--- src/rtl/sdram_arbiter.sv ---
// Fixed-priority ROM read arbiter with a download write path onto one SDRAM port.
// Define STARVE_GUARD_EN to add per-port starvation counters that promote losing ports.
module sdram_arbiter #(
  parameter  int NUM_PORTS    = 4,
  parameter  int ADDR_WIDTH   = 23,
  parameter  int STARVE_LIMIT = 8,
  localparam int GW = (NUM_PORTS > 1) ? $clog2(NUM_PORTS) : 1
) (
  input  logic                             clk,
  input  logic                             reset,
  input  logic [NUM_PORTS-1:0]             port_req,
  input  logic [NUM_PORTS*ADDR_WIDTH-1:0]  port_addr,
  output logic [NUM_PORTS-1:0]             port_ack,
  output logic [NUM_PORTS-1:0]             port_valid,
  input  logic                             dl_active,
  input  logic                             dl_req,
  input  logic [ADDR_WIDTH-1:0]            dl_addr,
  input  logic [31:0]                      dl_data,
  output logic                             sdram_req,
  output logic                             sdram_we,
  output logic [ADDR_WIDTH-1:0]            sdram_addr,
  output logic [31:0]                      sdram_data,
  input  logic                             sdram_ack,
  input  logic                             sdram_valid,
  output logic [GW-1:0]                    grant_id,
  output logic                             busy
);

  typedef enum logic [1:0] {
    IDLE = 2'd0,
    REQ  = 2'd1,
    WAIT = 2'd2,
    DL   = 2'd3
  } state_t;

  state_t state, state_next;

  logic                  arb;
  logic [GW-1:0]         winner;
  logic [NUM_PORTS-1:0]  starved;
  logic [ADDR_WIDTH-1:0] win_addr;

  assign arb      = (state == IDLE) && !dl_active && (|port_req);
  assign win_addr = port_addr[winner*ADDR_WIDTH +: ADDR_WIDTH];
  assign busy     = (state != IDLE);

`ifdef STARVE_GUARD_EN
  localparam int CW = $clog2(STARVE_LIMIT + 1);

  logic [CW-1:0] cnt [NUM_PORTS];

  always_comb begin
    starved = '0;
    for (int i = 0; i < NUM_PORTS; i++)
      starved[i] = port_req[i] && (cnt[i] == CW'(STARVE_LIMIT));
  end

  // Losers count up to the limit; the winner's count restarts.
  always_ff @(posedge clk or posedge reset) begin
    if (reset) begin
      for (int i = 0; i < NUM_PORTS; i++)
        cnt[i] <= '0;
    end else if (arb) begin
      for (int i = 0; i < NUM_PORTS; i++) begin
        if (GW'(i) == winner)
          cnt[i] <= '0;
        else if (port_req[i] && cnt[i] != CW'(STARVE_LIMIT))
          cnt[i] <= cnt[i] + CW'(1);
      end
    end
  end
`else
  assign starved = '0;
`endif

  // Lowest-index requester, overridden by the lowest-index starved one.
  always_comb begin
    winner = '0;
    for (int i = NUM_PORTS - 1; i >= 0; i--)
      if (port_req[i]) winner = GW'(i);
    if (|starved) begin
      for (int i = NUM_PORTS - 1; i >= 0; i--)
        if (starved[i]) winner = GW'(i);
    end
  end

  always_ff @(posedge clk or posedge reset) begin
    if (reset) state <= IDLE;
    else       state <= state_next;
  end

  always_comb begin
    state_next = state;
    unique case (state)
      IDLE: begin
        if (dl_active)      state_next = DL;
        else if (|port_req) state_next = REQ;
      end
      REQ:  if (sdram_ack)   state_next = WAIT;
      WAIT: if (sdram_valid) state_next = IDLE;
      DL: begin
        if (!dl_active && !dl_req && (!sdram_req || sdram_ack))
          state_next = IDLE;
      end
      default: state_next = IDLE;
    endcase
  end

  always_ff @(posedge clk or posedge reset) begin
    if (reset) begin
      sdram_req  <= 1'b0;
      sdram_we   <= 1'b0;
      sdram_addr <= '0;
      sdram_data <= '0;
      grant_id   <= '0;
    end else begin
      unique case (state)
        IDLE: begin
          if (arb) begin
            grant_id   <= winner;
            sdram_addr <= win_addr;
            sdram_req  <= 1'b1;
            sdram_we   <= 1'b0;
          end
        end
        REQ:  if (sdram_ack) sdram_req <= 1'b0;
        WAIT: ;
        DL: begin
          if (dl_req) begin
            sdram_addr <= dl_addr;
            sdram_data <= dl_data;
            sdram_req  <= 1'b1;
            sdram_we   <= 1'b1;
          end else if (sdram_ack) begin
            sdram_req  <= 1'b0;
            sdram_we   <= 1'b0;
          end
        end
        default: ;
      endcase
    end
  end

  always_comb begin
    port_ack   = '0;
    port_valid = '0;
    if (!reset && state == REQ && sdram_ack)
      port_ack[grant_id] = 1'b1;
    if (!reset && state == WAIT && sdram_valid)
      port_valid[grant_id] = 1'b1;
  end

endmodule

--- config.mk ---
export PLATFORM = sky130hd
export DESIGN_NAME = sdram_arbiter
export DESIGN_NICKNAME = d
export VERILOG_FILES = /design/src/rtl/sdram_arbiter.sv
export SDC_FILE = /design/constraint.sdc
export NUM_CORES = 1
export LEC_CHECK = 0
export ABC_AREA = 1
export CELL_PAD_IN_SITES_DETAIL_PLACEMENT = 1
export CELL_PAD_IN_SITES_GLOBAL_PLACEMENT = 1
export CORE_ASPECT_RATIO = 0.5
export CORE_UTILIZATION = 27
export CTS_CLUSTER_SIZE = 40
export DETAILED_ROUTE_END_ITERATION = 6
export GPL_TIMING_DRIVEN = 0
export PLACE_DENSITY = 0.86
export SYNTH_ARGS = -nofsm -noshare
export SYNTH_HDL_FRONTEND = slang
export SYNTH_SLANG_ARGS = --single-unit
--- constraint.sdc ---
create_clock -name clk -period 7.5 [get_ports clk]
set_clock_uncertainty 0.2 [all_clocks]
set_input_delay 1.5 -clock clk [delete_from_list [all_inputs] [get_ports clk]]
set_output_delay 1.5 -clock clk [all_outputs]
set_load 0.01 [all_outputs]
==> impl_metrics.yaml, run 1 <==
clock_tree:
  cts_resized: 0
  numCtsBuffers: 9
  htree_levels: 3
  post-cts-setup-buffers: 0
  clock_sinks: 61
  path_clk_slew_ps: 50
  clk_latency_ps: 330
  postCtsHoldBufs: 0
  cts_tree: "built"
  cts_buffer_depth: 2
  cts-root-buf: "clkbuf_16"
synthesis:
  ys_types: 21
  synthMuxAreaShare_pct: 0
  synth-simple-area-share_pct: 43.94
  ys_ff_latch: 61
  postSynthAreaPerCell_sq_um: 6.295
  synthAdderAreaFrac_pct: 0
  synthCells: 617
  synth_fp_nets: 774
  synth_compound_area_share_pct: 1.869
  yosysSeqAreaShare_pct: 39.30
  synth_xor_area_share_pct: 0
  synth_area_sq_um: 3884
  ys_warn_count: 0
  synth_top_family_by_area: "simple AND/OR/NAND/NOR gates"
floorplan:
  die_area_sq_um: 14900
  num_io_pins: 225
  core_area_sq_um: 13780
  initial_utilization_pct: 28.19
  die_h_um: 86.81
  num_rows: 30
  die_w_um: 171.6
timing:
  setup_tns_ps: 0
  setup_viol: 0
  layout_min_cycle_time_ps: 5543
  max_freq_mhz: 180.4
  report.final.slew_viol_count: 0
  hold_slack_ps: 267.8
  grt_setup_unrepaired: "false"
  fin_crit_sh_pct: 73.91
  hold_viol_final: 0
  tightestPinTransition_ps: 720.8
  max_slew_margin_pct: 51.88
layout:
  post-route-util_pct: 48.30
  syn_to_final_growth_pct: 71.33
  final_common_cell: "clkdlybuf4s50_1"
  nNetsFinal: 1010
  drive_gt1_share_pct: 5.834
  n_antenna_cell: 0
  mostFrequentLayoutCells: "clkdlybuf4s50_1 (224), nand2_1 (220), nand3_1 (115)"
global_route:
  grt_max_degree: 34
  grt_pass1_wl_um: 25360
  grt_pass1_vias: 4959
  antenna_found_initial: 0
  grt.total_usage_pct: 22.37
  gr-total-overflow: 0
worst_setup_path:
  critPathKind: "primary input to output pin"
  endpoint_kind: "output pin"
  crit_arrival_ps: 3840
  path_max_fanout: 33
  crit_required_ps: 5800
  reg2reg_slack_ps: 5600
  start_kind: "primary input"
detailed_routing:
  drt_first_pass_iters: 4
  drtIter0Drc: 186
  vias: 4758
  drcViolationCount: 0
  routed_wl_um: 16700
  routed_via_density: 4.536
  ant_nets: 0
  wire_per_inst_um: 15.92
run:
  maxCapViolCount: 0
power_and_ir_drop:
  power_density_nw_per_um2: 292.9
  irDropWorstVdd_v: 0.0001378
  cellLeakagePower_nw: 3.445
  finalPower_mw: 1.949
placement:
  routabilityCongestion: 0.8491
  place_hpwl_um: 13250
  port_buffers: 224
min_path:
  hp-class: "register to register"
outcome:
  status: "completed"
[layout make-up]
class / count / area [sq um]
multi-input cells: 415 / 1779
well taps: 192 / 240.2
flip-flops and latches: 61 / 1526
fillers: 1798 / 7122
inverters: 106 / 397.9
repair buffers: 225 / 2262
clock inverters: 4 / 25.02
plain buffers: 35 / 180.2
clock buffers: 11 / 242.7
[power by group]
part           internal [mW]  switching (mW)  total (mW)
sequential             0.485          0.0939       0.579
clock                  0.229           0.150       0.379
combinational          0.485           0.506       0.991
total                   1.20           0.750        1.95
[logic make-up (layout without fill, tap and decap cells)]
logic type / Yosys count / count (layout)
AO/OA/AOI/OAI: 11 / 11
buffers and inverters: 141 / 381
flip-flops: 61 / 61
AND/OR/NAND/NOR: 404 / 404
[stage by stage]
step	instance area [sq um]	std cells	setup WS, ps
2_1_floorplan	3884	617	2283
3_3_place_gp	6366	1033	592.0
3_5_place_dp	6386	1034	1910
4_1_cts	6654	1049	1918
5_1_grt	6654	1049	1739
6_report	6654	1049	1957
[cells in the mapped netlist]
library cell	number	area, sq um
nand2_1	220	825.8
nand3_1	115	575.6
inv_1	104	390.4
dfrtp_1	61	1526
nor2_1	51	191.4
buf_2	21	105.1
nor3_1	11	55.05
clkbuf_1	6	22.52
o21ai_0	6	30.03
buf_1	4	15.01
nor2_4	3	33.78
a31oi_1	2	12.51
buf_4	2	15.01
buf_6	2	22.52
inv_2	2	7.510
nand4_1	2	12.51
a21oi_1	1	5.000
a21oi_4	1	16.27
nand2_2	1	6.260
nor2_2	1	6.260
o21ai_2	1	8.760
[registers in the layout, summed over array words and instances, names as in the netlist]
signal	cells
sdram_req	1
sdram_addr	23
state	2
sdram_we	1
sdram_data	32
grant_id	2
[layer usage]
layer | wire length, um | up-vias | global-route usage [%] | part of all wire [%]
met2 | 8218 | 108 | 39.90 | 49
met5 | 0 | - | 0 | 0
met4 | 389 | 0 | 7.549 | 2.3
li1 | - | 2334 | - | -
met1 | 7488 | 2289 | 27.41 | 45
met3 | 603 | 27 | 3.881 | 3.6
[path summary, 6_finish.rpt]
kind	cells after the start	start	end
worst max-delay path	6	reset	port_valid[0]
worst min-delay path	2	sdram_data[7]	sdram_data[7]
worst max register to register	7	state[0]	sdram_addr[7]
worst min register to register	2	sdram_data[7]	sdram_data[7]
max in group asynchronous	3	reset	sdram_addr[1]
min in group asynchronous	2	reset	sdram_addr[7]
[worst max-delay path: stages]
cell and delay (ps):
clkdlybuf4s50_1 440, inv_2 540, buf_12 290, nand4_1 220, nor3_1 230, clkdlybuf4s50_1 580
Note: power is estimated with default switching activity, not from simulation.
==> run 2: changes to the inputs <==
Settings changed: CORE_UTILIZATION 27 to 22, PLACE_DENSITY 0.86 to 0.75.
Clock period 7.5 ns to 4.5 ns, I/O delays scaled along.
==> impl_metrics.yaml, run 2 (synthesis results as in run 1) <==
outcome:
  status: "completed"
global_route:
  use_met2_pct: 33.21
  antenna_found_initial: 0
  grt-busiest-layer: "met2"
  grt.total_usage_pct: 18.36
  grt_max_degree: 38
  grt_pass1_wl_um: 25630
  grt_pass1_vias: 5034
  gr-total-overflow: 0
  grtUsageMet1_pct: 21.43
  grt_use_met3_pct: 4.666
timing:
  tightestPinTransition_ps: 719.7
  setup_viol: 0
  report.final.slew_viol_count: 0
  fin_crit_sh_pct: 91.42
  hold_viol_final: 0
  setup_slack_ps: 386.0
  max_slew_margin_pct: 51.96
  grt_setup_unrepaired: "false"
  layout_min_cycle_time_ps: 4114
  max_freq_mhz: 243.1
worst_setup_path:
  crit_required_ps: 3400
  path_max_fanout: 37
  endpoint_kind: "output pin"
  startpoint: "reset"
  start_kind: "primary input"
  crit_arrival_ps: 3010
  rr_worst_depth: 7
  r2r-start: "state[0]"
  critPathKind: "primary input to output pin"
min_path:
  hold_start: "sdram_data[11]"
  hp-class: "register to register"
  worstHoldPathCells: 2
placement:
  routabilityCongestion: 0.8490
  place_ws_ps: 205.2
  port_buffers: 224
  dp.cells: 1069
  place_hpwl_um: 13360
  placed_area_sq_um: 6430
clock_tree:
  cts_tree: "built"
  clk_latency_ps: 340
  cts_buffer_depth: 2
  clock_sinks: 61
  cts-root-buf: "clkbuf_16"
  postCtsHoldBufs: 0
  numCtsBuffers: 9
  post-cts-setup-buffers: 0
  htree_levels: 3
  path_clk_slew_ps: 50
layout:
  n_antenna_cell: 0
  mostFrequentLayoutCells: "clkdlybuf4s50_1 (224), nand2_1 (220), nand3_1 (115)"
  fin_area_sq_um: 6724
  final_cells: 1085
  final_common_cell: "clkdlybuf4s50_1"
  largestRegisters: "sdram_data (32), sdram_addr (23)"
  largest_register_ff_count: 32
  drive_gt1_share_pct: 5.944
  syn_to_final_growth_pct: 73.13
  nNetsFinal: 1010
  largest-register: "sdram_data"
detailed_routing:
  drcViolationCount: 0
  routed_via_density: 4.318
  routed_wl_um: 16600
  drt_first_pass_iters: 4
  ant_nets: 0
  drtIter0Drc: 158
  wire_per_inst_um: 15.30
  vias: 4685
power_and_ir_drop:
  irDropWorstVdd_v: 0.0002636
  power_density_nw_per_um2: 490.2
  cellLeakagePower_nw: 3.455
floorplan:
  die_area_sq_um: 18220
  core_area_sq_um: 16800
  num_io_pins: 225
  die_w_um: 189.9
  initial_utilization_pct: 23.11
  num_rows: 33
  die_h_um: 95.95
run:
  maxCapViolCount: 0
## run 2: per-layer routing
metal / wire length [um] / part of all wire (%) / vias up
met3: 846 / 5.1 / 26
met2: 8354 / 50 / 105
li1: - / - / 2341
met1: 7023 / 42 / 2213
met4: 380 / 2.3 / 0
met5: 0 / 0 / -
## run 2: final timing paths
check                                 end  slack (ps)
min                        sdram_data[11]         270
max reg2reg                sdram_addr[11]        2640
min reg2reg                sdram_data[11]         270
min in group asynchronous  sdram_data[26]         780
max in group asynchronous  sdram_data[30]        2740
max                         port_valid[3]         390
## run 2: metrics by stage
stage | utilization (%) | TNS [ps] | power [mW] | hold slack (ps)
global route | 40.01 | 0 | 3.530 | 298.0
finish | 40.01 | 0 | 3.296 | 272.4
global placement | 38.14 | -9486 | 2.559 | 252.8
floorplan | - | 0 | 1.699 | 307.2
CTS | 40.00 | 0 | 3.343 | 277.9
detailed placement | 38.26 | 0 | 2.613 | 263.8
## run 2: area by class of cell
type,instances,area [sq um]
plain buffers,35,180.2
clock buffers,10,229.0
clock inverters,6,63.81
fillers,2128,10080
inverters,106,399.1
multi-input cells,415,1779
flip-flops and latches,61,1526
well taps,227,284.0
repair buffers,225,2262
## run 2: what timing repair did
item	CTS	global route
gates resized for setup	0	1
endpoints found under the setup margin	0	2
hold endpoints to repair	0	0
## run 2: critical path, stage by stage
cell	delay (ps)
clkdlybuf4s50_1	470
clkinv_2	560
nand4_1	460
nor3_1	90
clkdlybuf4s50_1	510
## run 2: report_power, final
part           internal [mW]  switching, mW
sequential             0.809          0.159
combinational          0.807          0.824
clock                  0.427          0.270
